--- src/rtl/pipe_pkg.sv ---
// pipe_pkg: shared state encoding, control-bit indices and default widths
// for the pipeline stage register.
package pipe_pkg;
  typedef enum logic [1:0] {EMPTY = 2'd0, FULL = 2'd1, SKID = 2'd2} state_t;
  localparam int CTRL_WREG   = 0;
  localparam int CTRL_WMEM   = 1;
  localparam int CTRL_RMEM   = 2;
  localparam int CTRL_ALUIMM = 3;
  localparam int CTRL_SHIFT  = 4;
  localparam int CTRL_JAL    = 5;
  localparam int DEF_DATA_W  = 128;
  localparam int DEF_CTRL_W  = 8;
  localparam int DEF_CNT_W   = 16;
endpackage

--- src/rtl/pipe_sat_counter.sv ---
// pipe_sat_counter: up-counter that sticks at its all-ones value.
module pipe_sat_counter #(
  parameter int W = 16
) (
  input  logic         clock,
  input  logic         reset_0,
  input  logic         inc,
  output logic [W-1:0] count
);
  always_ff @(posedge clock)
    if (!reset_0) count <= '0;
    else if (inc && !(&count)) count <= count + 1'b1;
endmodule

--- src/rtl/pipe_stage_hs.sv ---
// pipe_stage_hs: valid/ready pipeline stage register with optional 2-entry skid,
// synchronous flush to a control-clean bubble, and stall/bubble counters.
module pipe_stage_hs
  import pipe_pkg::*;
#(
  parameter int DATA_W = DEF_DATA_W,
  parameter int CTRL_W = DEF_CTRL_W,
  parameter bit SKID   = 1'b1,
  parameter int CNT_W  = DEF_CNT_W
) (
  input  logic              clock,
  input  logic              reset_0,
  input  logic              flush,
  input  logic              in_valid,
  output logic              in_ready,
  input  logic [DATA_W-1:0] in_data,
  input  logic [CTRL_W-1:0] in_ctrl,
  output logic              out_valid,
  input  logic              out_ready,
  output logic [DATA_W-1:0] out_data,
  output logic [CTRL_W-1:0] out_ctrl,
  output logic [CNT_W-1:0]  stall_cnt,
  output logic [CNT_W-1:0]  bubble_cnt
);
  state_t state, next;
  logic [DATA_W-1:0] main_data, skid_data;
  logic [CTRL_W-1:0] main_ctrl, skid_ctrl;
  logic ready_q, accept, emit, ld_in, ld_from_skid, ld_skid;
  assign out_valid = state != EMPTY;
  assign in_ready  = SKID ? ready_q : (!out_valid || out_ready);
  assign accept    = in_valid && in_ready;
  assign emit      = out_valid && out_ready;
  assign out_data  = main_data;
  assign out_ctrl  = out_valid ? main_ctrl : '0;
  // Without a skid, FULL never sees accept-without-emit because in_ready is low then.
  always_comb begin
    next = state;
    ld_in = 1'b0;
    ld_from_skid = 1'b0;
    ld_skid = 1'b0;
    case (state)
      EMPTY: begin
        next = accept ? FULL : EMPTY;
        ld_in = accept;
      end
      FULL: begin
        next = emit ? (accept ? FULL : EMPTY) : (accept ? pipe_pkg::SKID : FULL);
        ld_in = emit && accept;
        ld_skid = !emit && accept;
      end
      default: begin
        next = emit ? FULL : state;
        ld_from_skid = emit;
      end
    endcase
    if (flush) next = EMPTY;
  end
  always_ff @(posedge clock)
    if (!reset_0) begin
      state <= EMPTY;
      ready_q <= 1'b1;
      main_data <= '0;
      main_ctrl <= '0;
      skid_data <= '0;
      skid_ctrl <= '0;
    end else begin
      state <= next;
      ready_q <= next != pipe_pkg::SKID;
      if (ld_in) {main_ctrl, main_data} <= {in_ctrl, in_data};
      else if (ld_from_skid) {main_ctrl, main_data} <= {skid_ctrl, skid_data};
      if (ld_skid) {skid_ctrl, skid_data} <= {in_ctrl, in_data};
    end
  pipe_sat_counter #(.W(CNT_W)) u_stall (
    .clock(clock), .reset_0(reset_0), .inc(out_valid && !out_ready), .count(stall_cnt)
  );
  pipe_sat_counter #(.W(CNT_W)) u_bubble (
    .clock(clock), .reset_0(reset_0), .inc(!out_valid && out_ready), .count(bubble_cnt)
  );
endmodule
--- config.mk ---
export PLATFORM = sky130hd
export DESIGN_NAME = pipe_stage_hs
export DESIGN_NICKNAME = d
export VERILOG_FILES = /design/src/rtl/pipe_pkg.sv /design/src/rtl/pipe_sat_counter.sv /design/src/rtl/pipe_stage_hs.sv
export SDC_FILE = /design/constraint.sdc
export NUM_CORES = 1
export LEC_CHECK = 0
export ABC_CLOCK_PERIOD_IN_PS = 3230
export CELL_PAD_IN_SITES_DETAIL_PLACEMENT = 2
export CELL_PAD_IN_SITES_GLOBAL_PLACEMENT = 2
export CORE_MARGIN = 2
export CORE_UTILIZATION = 29
export CTS_BUF_LIST = sky130_fd_sc_hd__clkbuf_4 sky130_fd_sc_hd__clkbuf_8 sky130_fd_sc_hd__clkbuf_16
export DETAILED_ROUTE_END_ITERATION = 10
export PLACE_DENSITY_LB_ADDON = 0.1
export SYNTH_ARGS = -nofsm -noshare
export SYNTH_HDL_FRONTEND = slang
export SYNTH_SLANG_ARGS = --single-unit
--- constraint.sdc ---
create_clock -name clock -period 3.23 [get_ports clock]
set_input_delay 0.4845 -clock clock [delete_from_list [all_inputs] [get_ports clock]]
set_output_delay 0.4845 -clock clock [all_outputs]
set_load 0.01 [all_outputs]
Word-level counts from Yosys, hierarchy flattened
Index checks and enable logic that the tools add are counted.
{ "word_totals": {"input_bits": 141, "register_bits": 307} }
{ "op_classes": {"reduce_logical": 19, "n_eq_ne": 2, "n_addsub": 2, "mux": 14} }
{ "op_table": {"columns": ["operator", "n"], "rows": [
  ["128-bit 2-to-1 mux", 2],
  ["16-bit by 1-bit adder with 16-bit output (second input constant)", 2],
  ["16-bit AND reduction", 2],
  ["8-bit 2-to-1 mux", 3],
  ["1-bit logical AND", 8],
  ["2-bit 2-to-1 mux", 4],
  ["1-bit logical NOT", 5],
  ["2-bit one-hot mux with 2 select lines", 1],
  ["2-bit nonzero test", 2],
  ["1-bit 2-to-1 mux", 3],
  ["2-bit by 1-bit == test with 1-bit output (second input constant)", 1],
  ["2-bit logical NOT", 1],
  ["2-bit != test (second input constant)", 1],
  ["1-bit one-hot mux with 2 select lines", 1],
  ["2-bit OR reduction", 1]
]} }

Longest topological paths before layout
{ "logic_depth": {"depth_word": 6, "depth_mapped": 12, "mapped_depth_nobuf": 8} }

Modules after synthesis
From an unflattened synthesis, not the netlist that was laid out.
{ "unflattened": {"cells_unflattened": 1617, "area_unflattened_um2": 13271.5} }
{ "modules_own_cells": {"columns": ["mod", "n_inst", "cells_each", "area_per_inst_um2"], "rows": [
  ["pipe_stage_hs", 1, 1427, 11672.4],
  ["pipe_sat_counter", 2, 95, 799.5]
]} }

Worst setup path before layout
OpenSTA, ideal clock, no wires.
{ "synth_path": {"path_kind": "input to register", "startpoint": "input port out_ready", "endpoint": "register main_data[52] (netlist: out_data[52])", "stages": 12, "t_arrival_ns": 2.466, "slack_ns": 0.648, "path_buffers": 6, "path_cell_list": "buf_2 buf_1 clkbuf_1 nor2b_1 ha_1 nand2_1 o21ai_0 nand2b_1 clkbuf_1 clkbuf_1 clkbuf_1 o211a_1"} }
{ "synth_via": {"elab_chain_len": 4, "elab_cells_between_ends": 6, "classes_between": "mux (3); reduce/logical (3)"} }
{ "synth_rtl": {"columns": ["item", "line", "rtl"], "rows": [
  ["from (decl)", "pipe_stage_hs.sv:19", "input logic out_ready,"],
  ["1-bit logical AND (*)", "pipe_stage_hs.sv:32", "assign emit = out_valid && out_ready;"],
  ["1-bit logical AND", "pipe_stage_hs.sv:48", "ld_in = emit && accept;"],
  ["1-bit one-hot mux with 2 select lines", "pipe_stage_hs.sv:41", "case (state)"],
  ["128-bit 2-to-1 mux / 2-bit nonzero test (equally long branches)", null, null],
  ["to (signal assigned)", "pipe_stage_hs.sv:69", "if (ld_in) {main_ctrl, main_data} <= {in_ctrl, in_data};"],
  ["to (signal assigned)", "pipe_stage_hs.sv:70", "else if (ld_from_skid) {main_ctrl, main_data} <= {skid_ctrl, skid_data};"],
  ["to (decl)", "pipe_stage_hs.sv:26", "logic [DATA_W-1:0] main_data, skid_data;"]
]} }
Mark *: on every way between the ends. The rest lies on a longest branch, timed or not.
A chain may end at the register's enable or synchronous reset.

Worst setup path in the final report
{ "layout_path": {"startpoint": "register state[0]", "endpoint": "output port out_ctrl[1]"} }
{ "layout_via": {"elab_chain_len": 2} }
{ "layout_rtl": {"columns": ["item", "line", "rtl"], "rows": [
  ["from (decl)", "pipe_stage_hs.sv:25", "state_t state, next;"],
  ["from (signal assigned)", "pipe_stage_hs.sv:67", "state <= next;"],
  ["2-bit nonzero test", "pipe_stage_hs.sv:29", "assign out_valid = state != EMPTY;"],
  ["8-bit 2-to-1 mux", "pipe_stage_hs.sv:34", "assign out_ctrl = out_valid ? main_ctrl : '0;"],
  ["to (decl)", "pipe_stage_hs.sv:21", "output logic [CTRL_W-1:0] out_ctrl,"]
]} }
Every way passes these cells.

==> flow_summary.json <==
{
  "wl_met3_um": 2300,
  "fmax_mhz": 382,
  "r2r_start": "state[1]$_SDFF_PN0_",
  "period_needed_ns": 2.62,
  "grt_overflow": 0,
  "synth_seq_area_share_pct": 46.8,
  "cellPowerDensity_mw_per_mm2": 524,
  "slew_headroom_pct": 36.7,
  "die_area_mm2": 0.0470,
  "worstReg2RegEnd": "out_data[67]$_SDFFE_PN0P_",
  "worst_setup_path_end_kind": "output pin",
  "synth_top_family_by_area": "simple AND/OR/NAND/NOR gates",
  "postLayoutCoreUtil_pct": 40.3,
  "post_drt_wl_per_cell_um": 20.0,
  "cts-buffers-inserted": 38,
  "synth_largest_area_cell": "dfxtp_1",
  "worst_pin_slew_ns": 0.949,
  "finalNetCount": 1942,
  "wl_met1_um": 22100,
  "synthDistinctLibCells": 44,
  "htree_levels": 2,
  "min_from": "out_ready",
  "rsz0062_at_grt": "no",
  "outcome": "completed",
  "grt_pass1_vias": 13400,
  "layout_commonest_cell": "nand2_1",
  "rows": 77,
  "fin_area_mm2": 0.0179,
  "ios": 311,
  "cts_root_buffer": "clkbuf_16",
  "post_cts_buffers": 0,
  "r2r_cells": 9,
  "hold_end": "u_bubble.count[1]$_SDFFE_PN0P_",
  "finClkSkew_ns": 0.0148,
  "drt_iter0_markers": 557,
  "synth_nets": 1716,
  "hold_slack_ns": 0.444,
  "grt_first_pass_wirelength_um": 76200,
  "portBuffers": 310,
  "final_layout_size_suffix_gt1_share_pct": 5.23,
  "clk_path_buf_depth": 3,
  "yosys.area_share.simple_pct": 27.1,
  "setup_violations": 0,
  "syn_area_mm2": 0.0131,
  "grt_max_degree": 137,
  "clock_latency_ns": 0.55,
  "core_mm2": 0.0444,
  "place.gp.congestion": 0.728,
  "routed.top_layer": "met5",
  "antenna_found_initial": 5,
  "worst_ep_required_time_ns": 2.75,
  "final-hold-violation-count": 0,
  "met2_length_um": 23000,
  "routed_wirelength_um": 48300,
  "fin_crit_sh_pct": 81.0,
  "maxCapViolCount": 0,
  "worstPathArrival_ns": 2.13,
  "leakage_nw": 7.38,
  "slew_viol_final": 0,
  "stdcell_count": 2410,
  "area_growth_pct": 36.2,
  "irDropWorstVdd_mv": 0.217,
  "synth-compound-area-share_pct": 19.6,
  "drt_pre_antenna_iters": 4,
  "ctsResizeCount": 0,
  "vias": 12400,
  "ys_ff_latch": 307,
  "holdBufCountCts": 0,
  "hp-class": "in -> reg",
  "synth.mux.area_fraction_pct": 0.152,
  "yosys.area_share.xor_xnor_pct": 1.60,
  "final_cell_mix": "nand2_1 (422), clkdlybuf4s50_1 (308), dfxtp_1 (306)",
  "cts_sinks": 307,
  "drc_errors": 0,
  "die_h_um": 217,
  "grtUsageTotal_pct": 20.3,
  "synth_fa_ha_area_share_pct": 0.286,
  "r2r_slack_ns": 0.81,
  "yosysWarnings": 0,
  "cts_tree": "done",
  "syn-mean-instance-area_um2": 8.35,
  "clk_pin_slew_worst_paths_ns": 0.05,
  "totalPowerFinal_mw": 9.36,
  "startpoint_type": "flop",
  "dpl-instance-area_mm2": 0.0167,
  "viasPerCell": 5.16,
  "fp.dieW_um": 217,
  "worst-setup-path-type": "reg -> out",
  "place_ws_ns": 0.675,
  "synth.area.top_cells": "dfxtp_1 (47%), nand2_1 (12%), nand3_1 (11%), o211a_1 (10%), a21boi_0 (7.8%)",
  "dpl.hpwl_um": 30300,
  "holdPathStages": 4,
  "setup_ws_ns": 0.614,
  "fillCellCount": 4903,
  "synthDominantCellAreaShare_pct": 46.8,
  "place_inst": 2350,
  "antenna_left": 0,
  "tns_ns": 0,
  "cp_max_fo": 14,
  "syn_inst": 1572,
  "initial_core_util_pct": 29.6
}
[metal layers]
metal | track usage (%) | up-vias
met4 | 5.98 | 6
met1 | 26.5 | 6249
li1 | - | 5886
met3 | 3.94 | 57
met2 | 34.2 | 227
met5 | 0 | -
[worst max path at each step]
stage | startpoint | end | slack (ns) | cells after the start
after floorplan | out_ready | out_data[52]$_SDFFE_PN0P_ | 0.65 | 12
after global placement | in_valid | out_data[66]$_SDFFE_PN0P_ | 0.75 | 10
after detailed placement | in_valid | skid_data[122]$_SDFFE_PN0N_ | 0.68 | 6
after CTS | state[0]$_SDFF_PN0_ | out_ctrl[1] | 0.57 | 3
after global routing | state[0]$_SDFF_PN0_ | out_ctrl[1] | 0.55 | 3
final | state[0]$_SDFF_PN0_ | out_ctrl[1] | 0.61 | 3
[synth_stat cells (all sizes together)]
cell,number
nor3,5
and2,23
mux2i,2
o211a,137
nor2,7
a21boi,138
clkbuf,115
and4,2
or2,1
a21oi,4
nand2b,2
o21a,2
dfxtp,307
inv,7
nor2b,10
nor3b,4
o21ai,5
xor2,20
nor4b,5
a211oi,3
o31ai,1
o41ai,1
o21ba,1
a41o,1
buf,28
nand3,285
nand2,423
or4,2
and3,1
or3,2
ha,3
nor4,7
xnor2,4
nand4,9
and4bb,1
a2111oi,4
[sequential cells by signal (all words and copies together), names as in the netlist]
name and cells:
out_data 128, skid_data 128, u_bubble.count 16, u_stall.count 16
main_ctrl 8, skid_ctrl 8, state 2, in_ready 1
[worst max-delay path, cell delays in order (launching register included)]
cell,delay (ns)
dfxtp_1,0.56
nor2_4,0.17
nor2b_1,0.26
clkdlybuf4s50_1,0.60
[area by class of cell]
cell class                 instances  area (um^2)  share of cell area (%)
multi-input combinational       1115         6410                    35.9
tap                              592          741                    4.14
inverter                           7         26.3                   0.147
timing repair buffer             329         3360                    18.8
sequential                       307         6150                    34.4
clock inverter                     8         96.3                   0.539
clock buffer                      51         1090                    6.10
antenna                            1         2.50                  0.0140
[kinds of logic after synthesis]
| family | count (synthesis) |
|---|---|
| AOI/OAI and AO/OA | 297 |
| xor gates and xnor gates | 24 |
| adders and majority gates | 3 |
| buffers and inverters | 150 |
| DFF | 307 |
| muxes | 2 |
| and+or+nand+nor | 789 |
[power by group]
part           internal, mW  total (mW)  switching [mW]
logic                 0.600        1.15           0.551
registers              3.96        4.07           0.113
clock network          2.51        4.14            1.63
Power figures use the tool's default switching activity.
